### src/rtl/pc_ras_unit_if.sv
// Fetch-PC unit bus: redirect controls in, PC and return-stack status out.
// PC_TRAP_EN adds the trap request/vector inputs and the epc output.
interface pc_ras_unit_if #(
  parameter int XLEN = 32
);
  logic            hold;
  logic [2:0]      mode;
  logic [XLEN-1:0] target;
  logic [XLEN-1:0] PC;
  logic            misalign;
  logic            ras_empty;
  logic            ras_full;
  logic            ras_err;
`ifdef PC_TRAP_EN
  logic            trap_req;
  logic [XLEN-1:0] trap_vec;
  logic [XLEN-1:0] epc;

  modport master (
    output hold, mode, target, trap_req, trap_vec,
    input  PC, misalign, ras_empty, ras_full, ras_err, epc
  );
  modport slave (
    input  hold, mode, target, trap_req, trap_vec,
    output PC, misalign, ras_empty, ras_full, ras_err, epc
  );
`else
  modport master (
    output hold, mode, target,
    input  PC, misalign, ras_empty, ras_full, ras_err
  );
  modport slave (
    input  hold, mode, target,
    output PC, misalign, ras_empty, ras_full, ras_err
  );
`endif
endinterface

### src/rtl/pc_ras_unit.sv
// Fetch program counter with sequential/branch/jump/call/return modes and a circular RAS.
// Optional trap redirect and epc capture are enabled by defining PC_TRAP_EN.
module pc_ras_unit #(
  parameter int              XLEN      = 32,
  parameter logic [XLEN-1:0] RESET_VEC = '0,
  parameter int              INC       = 4,
  parameter int              RAS_DEPTH = 4
) (
  input logic         Clock,
  input logic         Reset,
  pc_ras_unit_if.slave bus
);

  localparam int PW = (RAS_DEPTH > 1) ? $clog2(RAS_DEPTH) : 1;
  localparam int CW = $clog2(RAS_DEPTH + 1);

  localparam logic [2:0] M_SEQ      = 3'd0;
  localparam logic [2:0] M_BR_REL   = 3'd1;
  localparam logic [2:0] M_JMP_ABS  = 3'd2;
  localparam logic [2:0] M_CALL_REL = 3'd3;
  localparam logic [2:0] M_CALL_ABS = 3'd4;
  localparam logic [2:0] M_RET      = 3'd5;

  localparam logic [XLEN-1:0] INC_V   = XLEN'(INC);
  localparam logic [CW-1:0]   COUNT_MAX = CW'(RAS_DEPTH);

  logic [XLEN-1:0] pc_q;
  logic [XLEN-1:0] ras_mem [RAS_DEPTH];
  logic [PW-1:0]   ptr_q;
  logic [CW-1:0]   count_q;
  logic            err_q;
  logic [PW-1:0]   ptr_dec;
  logic [XLEN-1:0] link;
  logic            ras_is_empty;
  logic            ras_is_full;
`ifdef PC_TRAP_EN
  logic [XLEN-1:0] epc_q;
`endif

  assign ptr_dec      = ptr_q - PW'(1);
  assign link         = pc_q + INC_V;
  assign ras_is_empty = (count_q == '0);
  assign ras_is_full  = (count_q == COUNT_MAX);

  // Slot ptr_q is the next free entry; a push when full lands on the oldest entry.
  always_ff @(posedge Clock) begin
    if (Reset) begin
      pc_q    <= RESET_VEC;
      ptr_q   <= '0;
      count_q <= '0;
      err_q   <= 1'b0;
`ifdef PC_TRAP_EN
      epc_q   <= '0;
    end else if (bus.trap_req) begin
      pc_q  <= bus.trap_vec;
      epc_q <= pc_q;
`endif
    end else begin
      case (bus.mode)
        M_BR_REL:  pc_q <= pc_q + bus.target;
        M_JMP_ABS: pc_q <= bus.target;
        M_CALL_REL, M_CALL_ABS: begin
          pc_q           <= (bus.mode == M_CALL_REL) ? pc_q + bus.target : bus.target;
          ras_mem[ptr_q] <= link;
          ptr_q          <= ptr_q + PW'(1);
          if (ras_is_full) err_q   <= 1'b1;
          else             count_q <= count_q + CW'(1);
        end
        M_RET: begin
          if (ras_is_empty) begin
            pc_q  <= bus.target;
            err_q <= 1'b1;
          end else begin
            pc_q    <= ras_mem[ptr_dec];
            ptr_q   <= ptr_dec;
            count_q <= count_q - CW'(1);
          end
        end
        default: if (!bus.hold) pc_q <= link;
      endcase
    end
  end

  assign bus.PC        = pc_q;
  assign bus.misalign  = |pc_q[1:0];
  assign bus.ras_empty = ras_is_empty;
  assign bus.ras_full  = ras_is_full;
  assign bus.ras_err   = err_q;
`ifdef PC_TRAP_EN
  assign bus.epc       = epc_q;
`endif

endmodule
### src/flat_wrapper.sv
// flat-port wrapper written by rule: the top's interface ports become plain ports
module pc_ras_unit_flat 
#(
  parameter int              XLEN      = 32,
  parameter logic [XLEN-1:0] RESET_VEC = '0,
  parameter int              INC       = 4,
  parameter int              RAS_DEPTH = 4
)
  (Clock, Reset, bus_hold, bus_mode, bus_target, bus_PC, bus_misalign, bus_ras_empty, bus_ras_full, bus_ras_err);
  pc_ras_unit_if #(.XLEN(XLEN)) bus_i ();
  input logic Clock;
  input logic Reset;
  input wire logic [$bits(bus_i.hold)-1:0] bus_hold;
  input wire logic [$bits(bus_i.mode)-1:0] bus_mode;
  input wire logic [$bits(bus_i.target)-1:0] bus_target;
  output wire logic [$bits(bus_i.PC)-1:0] bus_PC;
  output wire logic [$bits(bus_i.misalign)-1:0] bus_misalign;
  output wire logic [$bits(bus_i.ras_empty)-1:0] bus_ras_empty;
  output wire logic [$bits(bus_i.ras_full)-1:0] bus_ras_full;
  output wire logic [$bits(bus_i.ras_err)-1:0] bus_ras_err;
  assign bus_i.hold = bus_hold;
  assign bus_i.mode = bus_mode;
  assign bus_i.target = bus_target;
  assign bus_PC = bus_i.PC;
  assign bus_misalign = bus_i.misalign;
  assign bus_ras_empty = bus_i.ras_empty;
  assign bus_ras_full = bus_i.ras_full;
  assign bus_ras_err = bus_i.ras_err;
  pc_ras_unit #(.XLEN(XLEN), .RESET_VEC(RESET_VEC), .INC(INC), .RAS_DEPTH(RAS_DEPTH)) u_core (.Clock(Clock), .Reset(Reset), .bus(bus_i));
endmodule
### config.mk
export PLATFORM = sky130hd
export DESIGN_NAME = pc_ras_unit_flat
export DESIGN_NICKNAME = d
export VERILOG_FILES = /design/src/rtl/pc_ras_unit_if.sv /design/src/rtl/pc_ras_unit.sv /design/src/flat_wrapper.sv
export SDC_FILE = /design/constraint.sdc
export NUM_CORES = 1
export LEC_CHECK = 0
export ABC_AREA = 1
export CAP_MARGIN = 40
export CORE_MARGIN = 5
export CORE_UTILIZATION = 25
export CTS_BUF_LIST = sky130_fd_sc_hd__clkbuf_8
export CTS_CLUSTER_DIAMETER = 30
export CTS_CLUSTER_SIZE = 10
export DETAILED_ROUTE_END_ITERATION = 10
export GPL_TIMING_DRIVEN = 0
export PLACE_DENSITY_LB_ADDON = 0.2
export SLEW_MARGIN = 20
export SYNTH_ARGS = -nofsm -noshare
export SYNTH_HDL_FRONTEND = slang
export SYNTH_SLANG_ARGS = --single-unit
### constraint.sdc
create_clock -name Clock -period 5.3 [get_ports Clock]
set_input_delay 1.06 -clock Clock [delete_from_list [all_inputs] [get_ports Clock]]
set_output_delay 1.06 -clock Clock [all_outputs]
set_load 0.03 [all_outputs]
==> results.json, run 1 <==
{
  "status": "finished clean",
  "post_dp_cell_area_um2": 12100,
  "path_buf_inv": 5,
  "chipHeight_um": 215,
  "clock_skew_ns": 0.0162,
  "power.leakage_nw": 5.12,
  "critical-path-top-delay-family": "buffers and inverters",
  "yosysTopAreaCell": "edfxtp_1",
  "htree_levels": 4,
  "cts_made_buffers": 17,
  "gp_congestion": 0.935,
  "slew_viol_final": 0,
  "synthFlopType": "edfxtp_1",
  "clkPwrFrac_pct": 25.6,
  "synth-seq-cells": 166,
  "rr_startpoint": "u_core.ptr_q[0]",
  "holdWs_ns": 0.453,
  "synth_cell_types": 47,
  "final_cell_count_no_fill": 2046,
  "clockRootBuffer": "clkbuf_8",
  "first_iter_violations": 812,
  "cts_setup_buffers": 0,
  "dr.pass1.iters": 5,
  "cpPeakStageDelay_ns": 0.48,
  "clkLatencyLatePin_ns": 0.46,
  "clk_pin_slew_ns": 0.10,
  "rsz0062_at_grt": "no",
  "cp-start-kind": "register",
  "final_cell_area_um2": 12500,
  "syn2layout_area_growth_pct": 18.5,
  "p_seq_share_pct": 43.2,
  "required_ns": 5.69,
  "hp-class": "register to register",
  "cts_tree": "yes",
  "drive_gt1_share_pct": 5.11,
  "antenna_found_initial": 0,
  "p_sw_mw": 1.36,
  "fin_tns_setup_ns": 0,
  "synth_area_leaders": "edfxtp_1, nand2_1, dfxtp_1, inv_1, o21ai_0",
  "rows": 75,
  "dp_cells": 2014,
  "cp_cell_sequence": "inv_1 -> clkbuf_1 -> clkbuf_1 -> ha_1 -> inv_1 -> clkbuf_1 -> o21ai_0 -> o22ai_1 -> nand2_1 -> o211ai_1 -> o21ai_1 -> a21oi_1",
  "power_frac_comb_pct": 31.2,
  "slowest_stage": "clkbuf_1",
  "syn-num-nets": 1474,
  "synth_top_area_share_pct": 36.5,
  "crit_path_end_kind": "register",
  "worst-endpoint-arrival_ns": 3.97,
  "clock_path_buffers": 2,
  "cts_resized": 0,
  "nNetsFinal": 1570,
  "grt_pass1_wl_um": 59500,
  "min_from": "u_core.count_q[2]",
  "swShare_pct": 37.6,
  "grt_overflow": 0,
  "globalRouteTotalUtil_pct": 16.8,
  "async_flop_share_pct": 0,
  "port_buffers": 73,
  "syn_area_um2": 10500,
  "drv_cap": 0,
  "period_needed_ns": 3.58,
  "internal-power_mw": 2.27,
  "vias": 9873,
  "drc": 0,
  "wirelength_um": 39800,
  "setup_viol": 0,
  "die_area_um2": 46300,
  "critical_path.max_fanout": 11,
  "critPathLaunch": "u_core.ptr_q[0]",
  "n_antenna_cell": 0,
  "via_per_inst": 4.83,
  "worst_pin_slew_ns": 0.678,
  "power_density_nw_per_um2": 291,
  "ant_nets": 0,
  "period_share_pct": 67.5,
  "clock-sinks": 166,
  "vdd.ir_drop.worst_v": 0.000140,
  "start_util_pct": 25.2,
  "crit_top_cell": "clkbuf_1",
  "synth_edf_count": 128,
  "io-pin-count": 74,
  "path_class": "register to register",
  "seq_area_frac_synth_pct": 43.7,
  "fmax_mhz": 280,
  "die_w_um": 215,
  "dpl.hpwl_um": 32100,
  "synth_cells": 1398,
  "relSlewSlack_pct": 54.8,
  "wl_per_cell_um": 19.5,
  "avgSynthCellArea_um2": 7.53,
  "cts_hold_buf": 0,
  "fp.coreArea_um2": 41900,
  "grt_max_degree": 20,
  "hold_viol_final": 0,
  "first_global_vias": 9605,
  "yosys_warnings": 0
}
-- Yosys cell counts (15+ instances only) --
library cell	count
edfxtp_1	128
o22ai_1	34
nand2_1	366
o21ai_0	130
nor2_1	155
nand4_1	15
inv_1	185
clkbuf_1	28
xor2_1	19
a21oi_1	70
nand3_1	81
dfxtp_1	38
ha_1	36
-- cells in the final DEF, fill, tap and decap left out, types with 5 or more instances in the layout --
cell / instances
clkbuf_1: 28
a221oi_1: 8
xor2_1: 19
nand4_1: 15
nor4_1: 6
a21oi_1: 70
nand3_1: 81
buf_2: 8
dfxtp_1: 38
o22ai_1: 34
nand3b_1: 8
o21ai_0: 130
ha_1: 36
or2_2: 5
inv_1: 185
nor3_1: 14
clkbuf_8: 17
edfxtp_1: 128
inv_6: 6
nand2_1: 366
clkdlybuf4s50_1: 73
nor2_4: 8
nor2_1: 151
-- power groups by stage --
stage | Sequential [mW] | Combinational, mW | Clock [mW]
2_1_floorplan | 1.61 | 0.649 | 0
3_3_place_gp | 1.60 | 1.11 | 0
3_5_place_dp | 1.60 | 1.12 | 0
4_1_cts | 1.57 | 1.13 | 0.955
5_1_grt | 1.58 | 1.25 | 1.01
6_report | 1.57 | 1.13 | 0.930
-- layer usage --
metal	track usage, %	up-vias	part of all wire [%]
met4	6.66	0	3.8
met3	1.91	58	3.9
met5	0	-	0
met1	22.4	4669	46
met2	28.0	271	46
li1	-	4875	-
-- flip-flops by register name, indices dropped and copies added, names as in the netlist --
| signal | count |
|---|---|
| u_core.bus.PC | 32 |
| u_core.bus.ras_err | 1 |
| u_core.count_q | 3 |
| u_core.ptr_q | 2 |
| u_core.ras_mem | 128 |
-- layout make-up --
cell class,instances,area [µm²]
multi-input combinational,1000,5040
inverter,190,718
clock inverter,15,166
sequential,166,4600
buffer,42,199
timing repair buffer,77,841
tap,539,674
clock buffer,17,234
fill,4568,29400
-- cell families after synthesis --
group | Yosys count | synth area share (%)
compound gates | 274 | 14.5
buf+inv | 232 | 8.71
fa+ha+maj | 38 | 4.66
xor+xnor | 22 | 1.83
simple gates | 666 | 26.6
flops | 166 | 43.7
-- stage by stage --
stage / setup WS (ns) / util, % / total power [mW]
CTS: 1.57 / 29.8 / 3.65
global route: 1.28 / 29.8 / 3.84
detailed placement: 1.58 / 28.9 / 2.72
finish: 1.72 / 29.8 / 3.63
floorplan: 1.97 / - / 2.26
global placement: -0.146 / 28.5 / 2.71
-- path summary, 6_finish.rpt --
path | end | slack [ns] | depth (start not counted)
worst min-delay path | u_core.count_q[2] | 0.45 | 1
worst min register to register | u_core.count_q[2] | 0.45 | 1
worst max register to register | u_core.bus.PC[4] | 1.72 | 12
worst max-delay path | u_core.bus.PC[4] | 1.72 | 12
Note: power is estimated with default switching activity, not from simulation.
==> run 2, diff against run 1 <==
==> constraint.sdc (replaced) <==
create_clock -name Clock -period 3.5 [get_ports Clock]
set_input_delay 0.7 -clock Clock [delete_from_list [all_inputs] [get_ports Clock]]
set_output_delay 0.7 -clock Clock [all_outputs]
set_load 0.03 [all_outputs]
==> run 2 against run 1 <==
Against the previous run:
- hold slack better by 0.0030 ns
- global-route usage hardly changed
- combinational power is 51% higher
- power grew 52%
- core utilization about the same
- clock power grew 52%
- highest routed layer unchanged
- design area hardly changed
- routed wire length decreased by 0.14%
- cell count hardly changed
- via count decreased by 0.52%
- critical path depth unchanged
- clock skew rose by 0.0017 ns
==> results.json, run 2 (synthesis gave the netlist of run 1 again) <==
{
  "grt_pass1_wl_um": 59500,
  "cts_tree": "yes",
  "reg2reg_depth": 12,
  "htree_levels": 4,
  "min_from": "u_core.count_q[2]",
  "holdWs_ns": 0.456,
  "dp_cells": 2014,
  "hp-class": "register to register",
  "clock_skew_ns": 0.0179,
  "hold-path-endpoint": "u_core.count_q[2]",
  "die_w_um": 215,
  "fmax_mhz": 327,
  "final_cell_mix": "nand2_1, inv_1, nor2_1",
  "hold_viol_final": 0,
  "clock_path_buffers": 2,
  "die_area_um2": 46300,
  "critical_path.max_fanout": 13,
  "via_per_inst": 4.80,
  "swShare_pct": 37.6,
  "slew_viol_final": 0,
  "internal-power_mw": 3.44,
  "final_cell_area_um2": 12500,
  "dpl.hpwl_um": 32100,
  "antenna_found_initial": 0,
  "rr_startpoint": "u_core.ptr_q[0]",
  "wl_per_cell_um": 19.4,
  "clkLatencyLatePin_ns": 0.47,
  "r2r-end": "u_core.bus.PC[16]",
  "fp.coreArea_um2": 41900,
  "period_share_pct": 87.4,
  "cp-start-kind": "register",
  "grt_overflow": 0,
  "final_util_pct": 29.8,
  "io-pin-count": 74,
  "required_ns": 3.90,
  "r2r_slack_ns": 0.44,
  "clock-sinks": 166,
  "dp_slack_ns": -0.219,
  "wirelength_um": 39800,
  "dr.pass1.iters": 6,
  "slowest_stage": "dfxtp_1",
  "period_needed_ns": 3.06,
  "largest-register": "u_core.ras_mem",
  "worst-endpoint-arrival_ns": 3.46,
  "first_iter_violations": 834,
  "crit_path_end_kind": "register",
  "status": "finished clean",
  "setup_slack_ns": 0.441,
  "cp_cell_sequence": "inv_1 -> clkbuf_2 -> ha_1 -> inv_1 -> o21ai_0 -> o22ai_1 -> nand2_1 -> nand2_1 -> a21oi_1 -> o21ai_0 -> o21ai_0 -> a21oi_1",
  "p_sw_mw": 2.07,
  "drv_cap": 0,
  "p_seq_share_pct": 43.2,
  "largest_reg_flops": 128,
  "rsz0062_at_grt": "no",
  "drc": 0,
  "power_density_nw_per_um2": 441,
  "chipHeight_um": 215,
  "clockRootBuffer": "clkbuf_8",
  "globalRouteTotalUtil_pct": 16.8,
  "power.leakage_nw": 5.13,
  "port_buffers": 73,
  "power_frac_comb_pct": 31.2,
  "nNetsFinal": 1569,
  "final_cell_count_no_fill": 2045,
  "syn2layout_area_growth_pct": 18.6,
  "clk_pin_slew_ns": 0.10,
  "ant_nets": 0,
  "rows": 75,
  "cts_made_buffers": 17,
  "vias": 9822,
  "crit_top_cell": "o21ai_0",
  "clkPwrFrac_pct": 25.7,
  "worst_pin_slew_ns": 0.662,
  "relSlewSlack_pct": 55.7,
  "setup_viol": 0,
  "cts_setup_buffers": 0,
  "n_antenna_cell": 0,
  "start_util_pct": 25.2,
  "gp_congestion": 0.935,
  "grt_max_degree": 20,
  "path_class": "register to register",
  "layout_commonest_cell": "nand2_1",
  "first_global_vias": 9606,
  "whs_path_depth": 1,
  "post_dp_cell_area_um2": 12100,
  "cpPeakStageDelay_ns": 0.47,
  "drive_gt1_share_pct": 5.51,
  "vdd.ir_drop.worst_v": 0.000212
}
## run 2: final cells by class
class / count / area, µm²
fill: 4564 / 29400
multi-input combinational: 1000 / 5050
sequential: 166 / 4600
timing repair buffer: 77 / 841
inverter: 190 / 718
tap: 539 / 674
clock buffer: 17 / 234
buffer: 41 / 201
clock inverter: 15 / 166
## run 2: power groups by stage
stage	Sequential, mW	Clock, mW	Combinational, mW
finish	2.37	1.41	1.71
global placement	2.42	0	1.69
global route	2.39	1.53	1.90
CTS	2.37	1.45	1.71
floorplan	2.44	0	0.983
detailed placement	2.42	0	1.70
## run 2: how the worst max path moves through the flow
stage                               start               endpoint  slack (ns)  cells past startpoint
final                     u_core.ptr_q[0]      u_core.bus.PC[16]        0.44                     12
after global routing      u_core.ptr_q[0]      u_core.bus.PC[21]        0.12                     10
after CTS                 u_core.ptr_q[0]      u_core.bus.PC[15]       0.007                     12
after detailed placement  u_core.ptr_q[0]       u_core.bus.PC[4]       -0.22                     12
after global placement        bus_mode[1]  u_core.ras_mem[0][27]       -1.59                      6
after floorplan               bus_mode[1]   u_core.ras_mem[0][0]        0.53                      5
## run 2: timing repair
action	in CTS	in global routing
gates resized for setup	2	7
setup endpoints to repair	21	18
gates cloned	0	0
hold buffers	0	0
## run 2: through the flow
step,power [mW],TNS [ns]
finish,5.50,0
floorplan,3.42,0
global route,5.82,0
global placement,4.11,-196.93
CTS,5.53,0
detailed placement,4.12,-2.16
## run 2: routing by layer
metal | wire, µm | up-vias | track usage [%]
met5 | 0 | - | 0
met4 | 1510 | 0 | 6.66
met3 | 1630 | 59 | 1.91
met2 | 18500 | 261 | 28.0
met1 | 18100 | 4624 | 22.4
li1 | - | 4878 | -
## run 2: critical path, delay by kind of cell (launching register included)
family          cells  cell delay, ns
buf+inv             3            0.81
simple gates        2            0.22
flops               1            0.47
fa+ha+maj           1            0.47
compound gates      6            1.01
==> run 3, diff against run 2 <==
--- a/config.mk
+++ b/config.mk
@@ -9,7 +9,7 @@
 export CAP_MARGIN = 40
 export CORE_MARGIN = 5
 export CORE_UTILIZATION = 25
-export CTS_BUF_LIST = sky130_fd_sc_hd__clkbuf_8
+export CTS_BUF_LIST = sky130_fd_sc_hd__clkbuf_4 sky130_fd_sc_hd__clkbuf_8
 export CTS_CLUSTER_DIAMETER = 30
 export CTS_CLUSTER_SIZE = 10
 export DETAILED_ROUTE_END_ITERATION = 10
@@ -19,3 +19,4 @@
 export SYNTH_ARGS = -nofsm -noshare
 export SYNTH_HDL_FRONTEND = slang
 export SYNTH_SLANG_ARGS = --single-unit
+export TNS_END_PERCENT = 5
==> run 3 against run 2 <==
Against the previous run:
- routed wire length up 0.14%
- clock skew decreased by 0.0011 ns
- sequential share of layout area about the same
- sequential power about the same
- design area about the same
- setup slack worse by 0.014 ns
- largest cell class unchanged
==> results.json, run 3 (synthesis gave the netlist of run 1 again) <==
{
  "dp_cells": 2014,
  "grt_pass1_wl_um": 59500,
  "relSlewSlack_pct": 55.7,
  "cts_setup_buffers": 0,
  "cts_made_buffers": 17,
  "worst_pin_slew_ns": 0.662,
  "swShare_pct": 37.6,
  "nNetsFinal": 1570,
  "p_total_mw": 5.50,
  "wirelength_um": 39800,
  "p_sw_mw": 2.07,
  "final_cell_mix": "nand2_1, inv_1, nor2_1",
  "dpl.hpwl_um": 32100,
  "cp_cell_sequence": "inv_1 -> clkbuf_2 -> clkbuf_2 -> ha_1 -> inv_1 -> clkbuf_2 -> o21ai_0 -> o22ai_1 -> a221oi_2 -> nand2_1 -> nand2_1 -> a21oi_1",
  "cts_tree": "yes",
  "largest-register": "u_core.ras_mem",
  "layout_commonest_cell": "nand2_1",
  "final_cell_count_no_fill": 2046,
  "power.leakage_nw": 5.14,
  "clkLatencyLatePin_ns": 0.46,
  "status": "finished clean",
  "clkPwrFrac_pct": 25.6,
  "drv_cap": 0,
  "port_buffers": 73,
  "slew_viol_final": 0,
  "post_dp_cell_area_um2": 12100,
  "period_needed_ns": 3.07,
  "vias": 9833,
  "p_seq_share_pct": 43.2,
  "drive_gt1_share_pct": 5.64,
  "wl_per_cell_um": 19.5,
  "dr.pass1.iters": 6,
  "hp-class": "register to register",
  "critical_path.max_fanout": 11,
  "power_frac_comb_pct": 31.2,
  "largest_reg_flops": 128,
  "chipHeight_um": 215,
  "period_share_pct": 87.8,
  "whs_path_depth": 1,
  "internal-power_mw": 3.44,
  "rows": 75,
  "antenna_found_initial": 0,
  "syn2layout_area_growth_pct": 18.7,
  "fmax_mhz": 325,
  "required_ns": 3.90,
  "cpPeakStageDelay_ns": 0.47,
  "setup_viol": 0,
  "clock-sinks": 166,
  "hold_viol_final": 0,
  "slowest_stage": "dfxtp_1",
  "globalRouteTotalUtil_pct": 16.8,
  "worst-endpoint-arrival_ns": 3.47,
  "cp-start-kind": "register",
  "first_global_vias": 9606,
  "io-pin-count": 74,
  "holdWs_ns": 0.454,
  "htree_levels": 4,
  "clk_pin_slew_ns": 0.10,
  "vdd.ir_drop.worst_v": 0.000212,
  "start_util_pct": 25.2,
  "clock_skew_ns": 0.0168,
  "power_density_nw_per_um2": 440,
  "crit_top_cell": "clkbuf_2",
  "multi_input_area_um2": 5050,
  "clockRootBuffer": "clkbuf_8",
  "num-fill-cells": 4564,
  "drc": 0,
  "via_per_inst": 4.81,
  "gp_congestion": 0.935,
  "met3_length_um": 1720,
  "die_w_um": 215,
  "final_cell_area_um2": 12500,
  "n_antenna_cell": 0,
  "ant_nets": 0,
  "wirelength_met1_um": 18100,
  "crit_path_end_kind": "register",
  "fp.coreArea_um2": 41900,
  "first_iter_violations": 802,
  "grt_max_degree": 20,
  "wl_met2_um": 18500,
  "seq_area_um2": 4600,
  "routed.top_layer": "met4",
  "path_class": "register to register",
  "rsz0062_at_grt": "no",
  "clock_path_buffers": 2,
  "grt_overflow": 0,
  "die_area_um2": 46300,
  "reg2reg_depth": 12
}
## run 3: cell types whose count changed in the layout (fill, tap and decap cells not counted)
cell      change
o22ai_2       +1
o22ai_1       -1
clkbuf_2      +1
## run 3: cell type report
class | count | share of cell area, %
plain buffers | 42 | 1.65
clock buffers | 17 | 1.87
clock inverters | 15 | 1.33
inverters | 190 | 5.75
multi-input cells | 1000 | 40.4
flip-flops and latches | 166 | 36.8
well taps | 539 | 5.40
repair buffers | 77 | 6.73
## run 3: worst paths after layout
path	to	from	slack, ns
worst max-delay path	u_core.bus.PC[29]	u_core.ptr_q[0]	0.43
worst min-delay path	u_core.count_q[2]	u_core.count_q[2]	0.45
worst max register to register	u_core.bus.PC[29]	u_core.ptr_q[0]	0.43
worst min register to register	u_core.count_q[2]	u_core.count_q[2]	0.45
## run 3: stage by stage
stage / utilization (%) / setup slack (ns) / TNS (ns)
floorplan: - / 0.527 / 0
global placement: 28.5 / -1.59 / -196.93
detailed placement: 28.9 / -0.219 / -2.16
CTS: 29.8 / 0.00655 / 0
global route: 29.9 / 0.0761 / 0
finish: 29.9 / 0.427 / 0
## run 3: what timing repair did
| action | in CTS | in global routing |
|---|---|---|
| gates resized for setup | 2 | 10 |
| endpoints found under the setup margin | 21 | 18 |
| hold buffers | 0 | 0 |
| pin swaps | 0 | 0 |
## run 3: power groups by stage
| stage | registers (mW) | logic, mW | clock network (mW) |
|---|---|---|---|
| finish | 2.38 | 1.72 | 1.41 |
| detailed placement | 2.42 | 1.70 | 0 |
| global route | 2.39 | 1.90 | 1.53 |
| floorplan | 2.44 | 0.983 | 0 |
| CTS | 2.37 | 1.71 | 1.45 |
| global placement | 2.42 | 1.69 | 0 |
## run 3: worst max-delay path, delay by kind of cell (launching register included)
kind                     cells  cell delay (ns)
buffers and inverters        5             1.17
AO/OA/AOI/OAI                4             0.74
flip-flops                   1             0.47
adder cells (fa/ha/maj)      1             0.47
AND/OR/NAND/NOR              2             0.15
## run 3: layer usage
| metal | vias to the layer above | track usage (%) |
|---|---|---|
| met3 | 58 | 1.91 |
| met2 | 273 | 28.0 |
| met4 | 0 | 6.66 |
| met1 | 4629 | 22.4 |
| li1 | 4873 | - |
| met5 | - | 0 |
